<file path="src/rtl/hann_window_apply.sv">
// Streaming Hann window: multiplies each signed sample by the coefficient at its
// in-frame index, read from a single-port RAM that the host also writes through us.
module hann_window_apply #(
  parameter int ADDR_WIDTH = 9,
  parameter int DATA_WIDTH = 16
) (
  input  logic                  clk,
  input  logic                  tb_rst,
  input  logic                  in_valid,
  input  logic                  in_sop,
  input  logic [DATA_WIDTH-1:0] in_data,
  input  logic                  coef_wr_en,
  input  logic [ADDR_WIDTH-1:0] coef_addr,
  input  logic [DATA_WIDTH-1:0] coef_data,
  output logic                  coef_wr_err,
  output logic [ADDR_WIDTH-1:0] ram_addr,
  output logic                  ram_wr_en,
  output logic [DATA_WIDTH-1:0] ram_wr_data,
  input  logic [DATA_WIDTH-1:0] ram_rd_data,
  output logic                  out_valid,
  output logic                  out_sop,
  output logic                  out_eop,
  output logic [DATA_WIDTH-1:0] out_data
);

  localparam int PW = 2 * DATA_WIDTH + 1;

  logic [ADDR_WIDTH-1:0] idx_q, idx_d, idx_use;
  logic                  v1_q, v1_d, sop_s1_q, sop_s1_d, eop_s1_q, eop_s1_d;
  logic [DATA_WIDTH-1:0] data_s1_q, data_s1_d;
  logic                  v2_q, v2_d, sop_s2_q, sop_s2_d, eop_s2_q, eop_s2_d;
  logic signed [PW-1:0]  prod_q, prod_d;
  logic                  out_valid_q, out_valid_d, out_sop_q, out_sop_d, out_eop_q, out_eop_d;
  logic [DATA_WIDTH-1:0] out_data_q, out_data_d;
  logic                  coef_wr_err_q, coef_wr_err_d;

  // Index selection and RAM port arbitration: a strobed sample always owns the port.
  always_comb begin
    idx_use     = in_sop ? '0 : idx_q;
    idx_d       = idx_q;
    ram_addr    = idx_q;
    ram_wr_en   = 1'b0;
    ram_wr_data = '0;
    if (in_valid) begin
      idx_d    = idx_use + ADDR_WIDTH'(1);
      ram_addr = idx_use;
    end else if (coef_wr_en) begin
      ram_addr    = coef_addr;
      ram_wr_en   = 1'b1;
      ram_wr_data = coef_data;
    end else begin
      ram_addr = idx_q;
    end
    coef_wr_err_d = coef_wr_en & in_valid;
  end

  // Pipeline next-state: S1 holds the sample while the RAM read completes,
  // S2 holds the full-precision product, the output stage rounds half-up.
  always_comb begin
    v1_d      = in_valid;
    data_s1_d = data_s1_q;
    sop_s1_d  = sop_s1_q;
    eop_s1_d  = eop_s1_q;
    if (in_valid) begin
      data_s1_d = in_data;
      sop_s1_d  = (idx_use == '0);
      eop_s1_d  = (idx_use == '1);
    end else begin
      data_s1_d = data_s1_q;
    end

    v2_d     = v1_q;
    prod_d   = prod_q;
    sop_s2_d = sop_s2_q;
    eop_s2_d = eop_s2_q;
    if (v1_q) begin
      prod_d   = PW'($signed(data_s1_q)) * PW'($signed({1'b0, ram_rd_data}));
      sop_s2_d = sop_s1_q;
      eop_s2_d = eop_s1_q;
    end else begin
      prod_d = prod_q;
    end

    out_valid_d = v2_q;
    out_sop_d   = v2_q & sop_s2_q;
    out_eop_d   = v2_q & eop_s2_q;
    out_data_d  = out_data_q;
    if (v2_q) begin
      // Coefficient is below 1.0, so the rounded result always fits.
      out_data_d = DATA_WIDTH'((prod_q + PW'(33'sh8000)) >>> DATA_WIDTH);
    end else begin
      out_data_d = out_data_q;
    end
  end

  // State registers; reset discards any in-flight samples.
  always_ff @(posedge clk or posedge tb_rst) begin
    if (tb_rst) begin
      idx_q         <= '0;
      v1_q          <= 1'b0;
      data_s1_q     <= '0;
      sop_s1_q      <= 1'b0;
      eop_s1_q      <= 1'b0;
      v2_q          <= 1'b0;
      prod_q        <= '0;
      sop_s2_q      <= 1'b0;
      eop_s2_q      <= 1'b0;
      out_valid_q   <= 1'b0;
      out_sop_q     <= 1'b0;
      out_eop_q     <= 1'b0;
      out_data_q    <= '0;
      coef_wr_err_q <= 1'b0;
    end else begin
      idx_q         <= idx_d;
      v1_q          <= v1_d;
      data_s1_q     <= data_s1_d;
      sop_s1_q      <= sop_s1_d;
      eop_s1_q      <= eop_s1_d;
      v2_q          <= v2_d;
      prod_q        <= prod_d;
      sop_s2_q      <= sop_s2_d;
      eop_s2_q      <= eop_s2_d;
      out_valid_q   <= out_valid_d;
      out_sop_q     <= out_sop_d;
      out_eop_q     <= out_eop_d;
      out_data_q    <= out_data_d;
      coef_wr_err_q <= coef_wr_err_d;
    end
  end

  assign out_valid   = out_valid_q;
  assign out_sop     = out_sop_q;
  assign out_eop     = out_eop_q;
  assign out_data    = out_data_q;
  assign coef_wr_err = coef_wr_err_q;

endmodule
</file>
<file path="config.mk">
export PLATFORM = sky130hd
export DESIGN_NAME = hann_window_apply
export DESIGN_NICKNAME = d
export VERILOG_FILES = /design/src/rtl/hann_window_apply.sv
export SDC_FILE = /design/constraint.sdc
export NUM_CORES = 1
export LEC_CHECK = 0
export CAP_MARGIN = 20
export CORE_MARGIN = 5
export CORE_UTILIZATION = 60
export DETAILED_ROUTE_END_ITERATION = 8
export GPL_TIMING_DRIVEN = 0
export HOLD_SLACK_MARGIN = 0.1
export PLACE_DENSITY = 0.83
export SYNTH_ARGS = -nofsm -noshare
export SYNTH_HDL_FRONTEND = slang
export SYNTH_SLANG_ARGS = --single-unit
export TNS_END_PERCENT = 1
</file>
<file path="constraint.sdc">
create_clock -name clk -period 7.3 [get_ports clk]
set_clock_uncertainty 0.15 [all_clocks]
set_input_delay 2.19 -clock clk [delete_from_list [all_inputs] [get_ports clk]]
set_output_delay 2.19 -clock clk [all_outputs]
set_load 0.02 [all_outputs]
</file>
Word-level counts from Yosys, hierarchy flattened --
Cells that the tools add are included.
Word-level totals: register bits 83, logic and storage cells 29
Operators by class: add/sub/neg operators 2, multipliers 1, equality and inequality tests 1, muxes and demuxes 7, bitwise gates (word level) 3, reductions and logical operators 1
Operators with widths (number):
- 32-bit by 17-bit adder with 32-bit output, second input constant | 1
- 16-bit by 17-bit multiplier with 32-bit output | 1
- 16-bit 2-to-1 mux | 2
- 9-bit 2-to-1 mux | 3
- 9-bit by 1-bit adder with 9-bit output, second input constant | 1
- 9-bit equality test, second input constant | 1
- 9-bit zero test | 1
- 1-bit bitwise AND | 3
- 1-bit 2-to-1 mux | 2

Depth between registers and ports, before layout --
Gate-level depths: netlist (run 1).
depth in word-level cells 2, mapped depth 23

Least setup slack after synthesis (run 1) --
OpenSTA, ideal clock, no wires.
kind input -> register, start in ram_rd_data[7], end reg prod_q[20], library setup time 0.125 ns, data arrival time 7.508 ns, setup slack -0.483 ns, stages on the path 21, path buffers 1, cell sequence clkbuf_1 -> nand2_1 -> fa_1 -> inv_1 -> fa_1 -> inv_1 -> fa_1 -> inv_1 -> fa_1 -> fa_1 -> inv_1 -> fa_1 -> inv_1 -> ha_1 -> nand2_1 -> or4_1 -> o221ai_2 -> a221o_2 -> a21oi_2 -> xnor2_1 -> mux2_2
On the way: longest elaborated chain between the ends 1
RTL lines:
- start, declared | RTL line 19 | input logic [DATA_WIDTH-1:0] ram_rd_data,
- 16-bit by 17-bit multiplier with 32-bit output | RTL line 77 | prod_d = PW'($signed(data_s1_q)) * PW'($signed({1'b0, ram_rd_data}));
- end signal, assigned | RTL line 120 | prod_q <= prod_d;
- end, declared | RTL line 32 | logic signed [PW-1:0] prod_q, prod_d;
Every way passes these cells. A chain may end at the register's enable or synchronous reset.

Worst setup path after layout (run 1) --
start in ram_rd_data[13], end reg prod_q[28]
Same word-level chain as after synthesis.

==> reports/results.ini, run 1 <==
[hold_path]
holdCritPathClass=register to register

[setup_path]
slowest_delay_ps=570
critPathArrivalTime_ps=7770
crit_type=primary input to register
start_kind=primary input
critPathBufInv=5
cp-end-kind=register
worstPathCellList=buf_4 -> clkbuf_8 -> nand2_1 -> fa_1 -> fa_1 -> inv_1 -> fa_1 -> fa_1 -> fa_1 -> inv_1 -> fa_2 -> inv_1 -> ha_4 -> nand2_2 -> or3_1 -> a211o_1 -> a211oi_2 -> nand3b_1 -> xor2_1 -> mux2_2
critical_path_required_ps=7370
cp_max_fo=7
crit_top_cell=fa_1
crit_path_top_delay_cell=fa_2
cp_top_family=adder cells

[yosys]
synth.area.top_cells=fa_1 33%, dfrtp_1 15%, ha_1 13%
async_reset_ff_share_pct=100
synth_edf_count=0
synth_cells=1254
yosysWarnings=0
synth_fp_nets=1627
yosysTopAreaCell=fa_1
ys_ff_latch=68
netlist.area_leader.share_pct=33.3
yosysSeqAreaShare_pct=14.7
synthFlopType=dfrtp_1
avgSynthCellArea_um2=9.26
post_synth_num_cell_types=54
synth_area_mm2=0.0116

[clock_tree]
ctsHtreeMaxLevel=3
path_clk_slew_ps=60
cts_buffers=9
cts_tree=yes
cts_num_sinks=68
cts_buffer_depth=2
root_buffer=clkbuf_16
clock_latency_ps=340

[floorplanning]
die_w_um=149
die_h_um=149
die_area_mm2=0.0222
start_util_pct=61.5
rows=50
ios=108
coreArea_mm2=0.0189

[place]
place_hpwl_um=24400
port_buffers=107
place_congestion=0.978
place_ws_ps=-1620
place_area_mm2=0.0132

[sta]
worstMarginPinSlew_ps=818
fin_crit_ps=7700
hold_violations=0
hold_slack_ps=274
rsz0062_at_grt=true
setup_slack_ps=-401
max_slew_margin_pct=45.5
fmax_ghz=0.130
setup-violations-final=14
final_max_slew_viol_count=0
final.period_utilization_pct=105

[finish]
drive_above_1_share_pct=11.0
final_nets=1764
antenna_cells=0
areaGrowthSynthToFinish_pct=20.4
final_area_mm2=0.0140

[grt]
grt_max_degree=69
grt_pass1_vias=10400
antenna_found_initial=0
grt_overflow=0
grt_pass1_wl_um=52300
grt.total_usage_pct=30.1

[outcome]
violations=negative setup slack
status=finished, violations left

[detailed_routing]
drtIter0Drc=858
firstDrtPassIters=6
ant_nets=0
finalWirelength_um=31800
wl_per_cell_um=19.2
via_per_inst=5.61
vias=9290
drc=0

[run]
cap_violations=0

## layer usage
layer | vias to the layer above | GRT usage, % | part of all wire, %
met5 | - | 0 | 0
met4 | 0 | 13.5 | 4.8
met3 | 110 | 10.1 | 11
met2 | 505 | 49.7 | 47
met1 | 4532 | 35.8 | 37
li1 | 4143 | - | -
## timing repair
action,in CTS,in global routing
buffers inserted,18,0
cloned,1,0
setup endpoints to repair,17,17
gates resized for setup,141,12
hold buffers,0,0
pin swaps,41,6
## metrics by stage
stage | std cells | utilization (%) | TNS (ps)
after floorplan | 1254 | - | -1120
after global placement | 1621 | 70.0 | -23250
after detailed placement | 1621 | 70.0 | -23540
after CTS | 1656 | 73.8 | -3300
after global routing | 1656 | 74.0 | -6170
final | 1656 | 74.0 | -3640
## worst register-to-register path: stages, from the launching register on
cell and delay, ps:
dfrtp_1 320, clkbuf_1 410, clkbuf_1 600, nand2_4 80, fa_1 550, inv_1 50, fa_1 480, inv_1 50
fa_1 480, inv_1 60, fa_1 490, fa_1 490, inv_1 60, fa_2 590, inv_2 60, ha_4 290
nand2_4 60, or3_1 370, a211o_1 340, a211oi_2 240, nand3b_1 210, xor2_1 100, mux2_2 270
## synthesized netlist by cell type, types with 6 or more instances
cell type and count:
o22ai_1 9, nor2b_1 7, nand4_1 6, nor2_1 41
o21ai_0 15, a21o_1 8, inv_1 241, clkbuf_1 48
nor3_1 6, fa_1 193, mux2_2 30, o21bai_1 7
xor2_1 18, nand2b_1 14, nand2_1 156, a21oi_1 38
ha_1 118, and2_1 131, mux2i_1 9, dfrtp_1 68
nand3_1 19, xnor2_1 18
## layout by cell type (no fill, tap or decap), types with 7 or more instances in the layout
cell | netlist | layout
clkbuf_8 | 0 | 8
clkbuf_1 | 48 | 32
inv_1 | 241 | 234
mux2i_1 | 9 | 9
xnor2_1 | 18 | 18
clkdlybuf4s50_1 | 0 | 91
nand3_1 | 19 | 19
nand2b_1 | 14 | 14
a21oi_1 | 38 | 38
clkbuf_16 | 0 | 17
mux2_2 | 30 | 30
nor2b_1 | 7 | 7
nor2_1 | 41 | 41
fa_2 | 0 | 10
buf_4 | 0 | 25
xor2_1 | 18 | 18
o22ai_1 | 9 | 7
and2_1 | 131 | 129
ha_1 | 118 | 106
ha_4 | 0 | 11
nand2_1 | 156 | 152
a21o_1 | 8 | 8
fa_1 | 193 | 183
dfrtp_1 | 68 | 68
o21ai_0 | 15 | 13
## path summary, 6_finish.rpt
check / startpoint / endpoint / slack (ps) / cells past startpoint
hold reg to reg: out_valid_d / out_valid / 270 / 0
max in group asynchronous: tb_rst / eop_s1_q / 4250 / 2
hold / removal: out_valid_d / out_valid / 270 / 0
setup / recovery: ram_rd_data[13] / prod_q[28] / -400 / 20
setup reg to reg: data_s1_q[9] / prod_q[28] / 420 / 22
min in group asynchronous: tb_rst / out_data[0] / 2230 / 2
## area by class of cell
cell class / instances / area [um2]
well taps: 260 / 325
fillers: 1362 / 4910
multi-input cells: 895 / 9040
clock inverters: 6 / 111
flip-flops and latches: 68 / 1700
repair buffers: 126 / 1210
clock buffers: 10 / 239
plain buffers: 50 / 440
inverters: 241 / 907
## logic make-up (layout without fill, tap and decap cells)
kind of cell    count (synthesis)  after routing  share of synthesized area, %
compound gates                107            107                          6.06
fa+ha+maj                     311            311                          46.0
xor+xnor                       36             36                          2.72
flops                          68             68                          14.7
mux                            40             40                          3.81
buf+inv                       291            433                          9.41
simple gates                  401            401                          17.4
## sequential cells by signal (all words and copies together) (netlist names), 9 cells and up
name / flops
data_s1_q: 16
idx_q: 9
out_data: 16
prod_q: 17
Power of run 1 is left out: the tool's default activity adds up to more than one toggle a clock period on the data nets, which glitch-free logic cannot reach.
==> inputs of run 2 (changes only) <==
--- a/config.mk
+++ b/config.mk
@@ -12,6 +12,7 @@
 export GPL_TIMING_DRIVEN = 0
 export HOLD_SLACK_MARGIN = 0.1
 export PLACE_DENSITY = 0.83
+export SETUP_SLACK_MARGIN = 0.02
 export SYNTH_ARGS = -nofsm -noshare
 export SYNTH_HDL_FRONTEND = slang
 export SYNTH_SLANG_ARGS = --single-unit
==> results of run 2 <==
Same layout as run 1: the final DEF is identical, and so are final timing and power.
Power of run 2 is left out for the same reason.
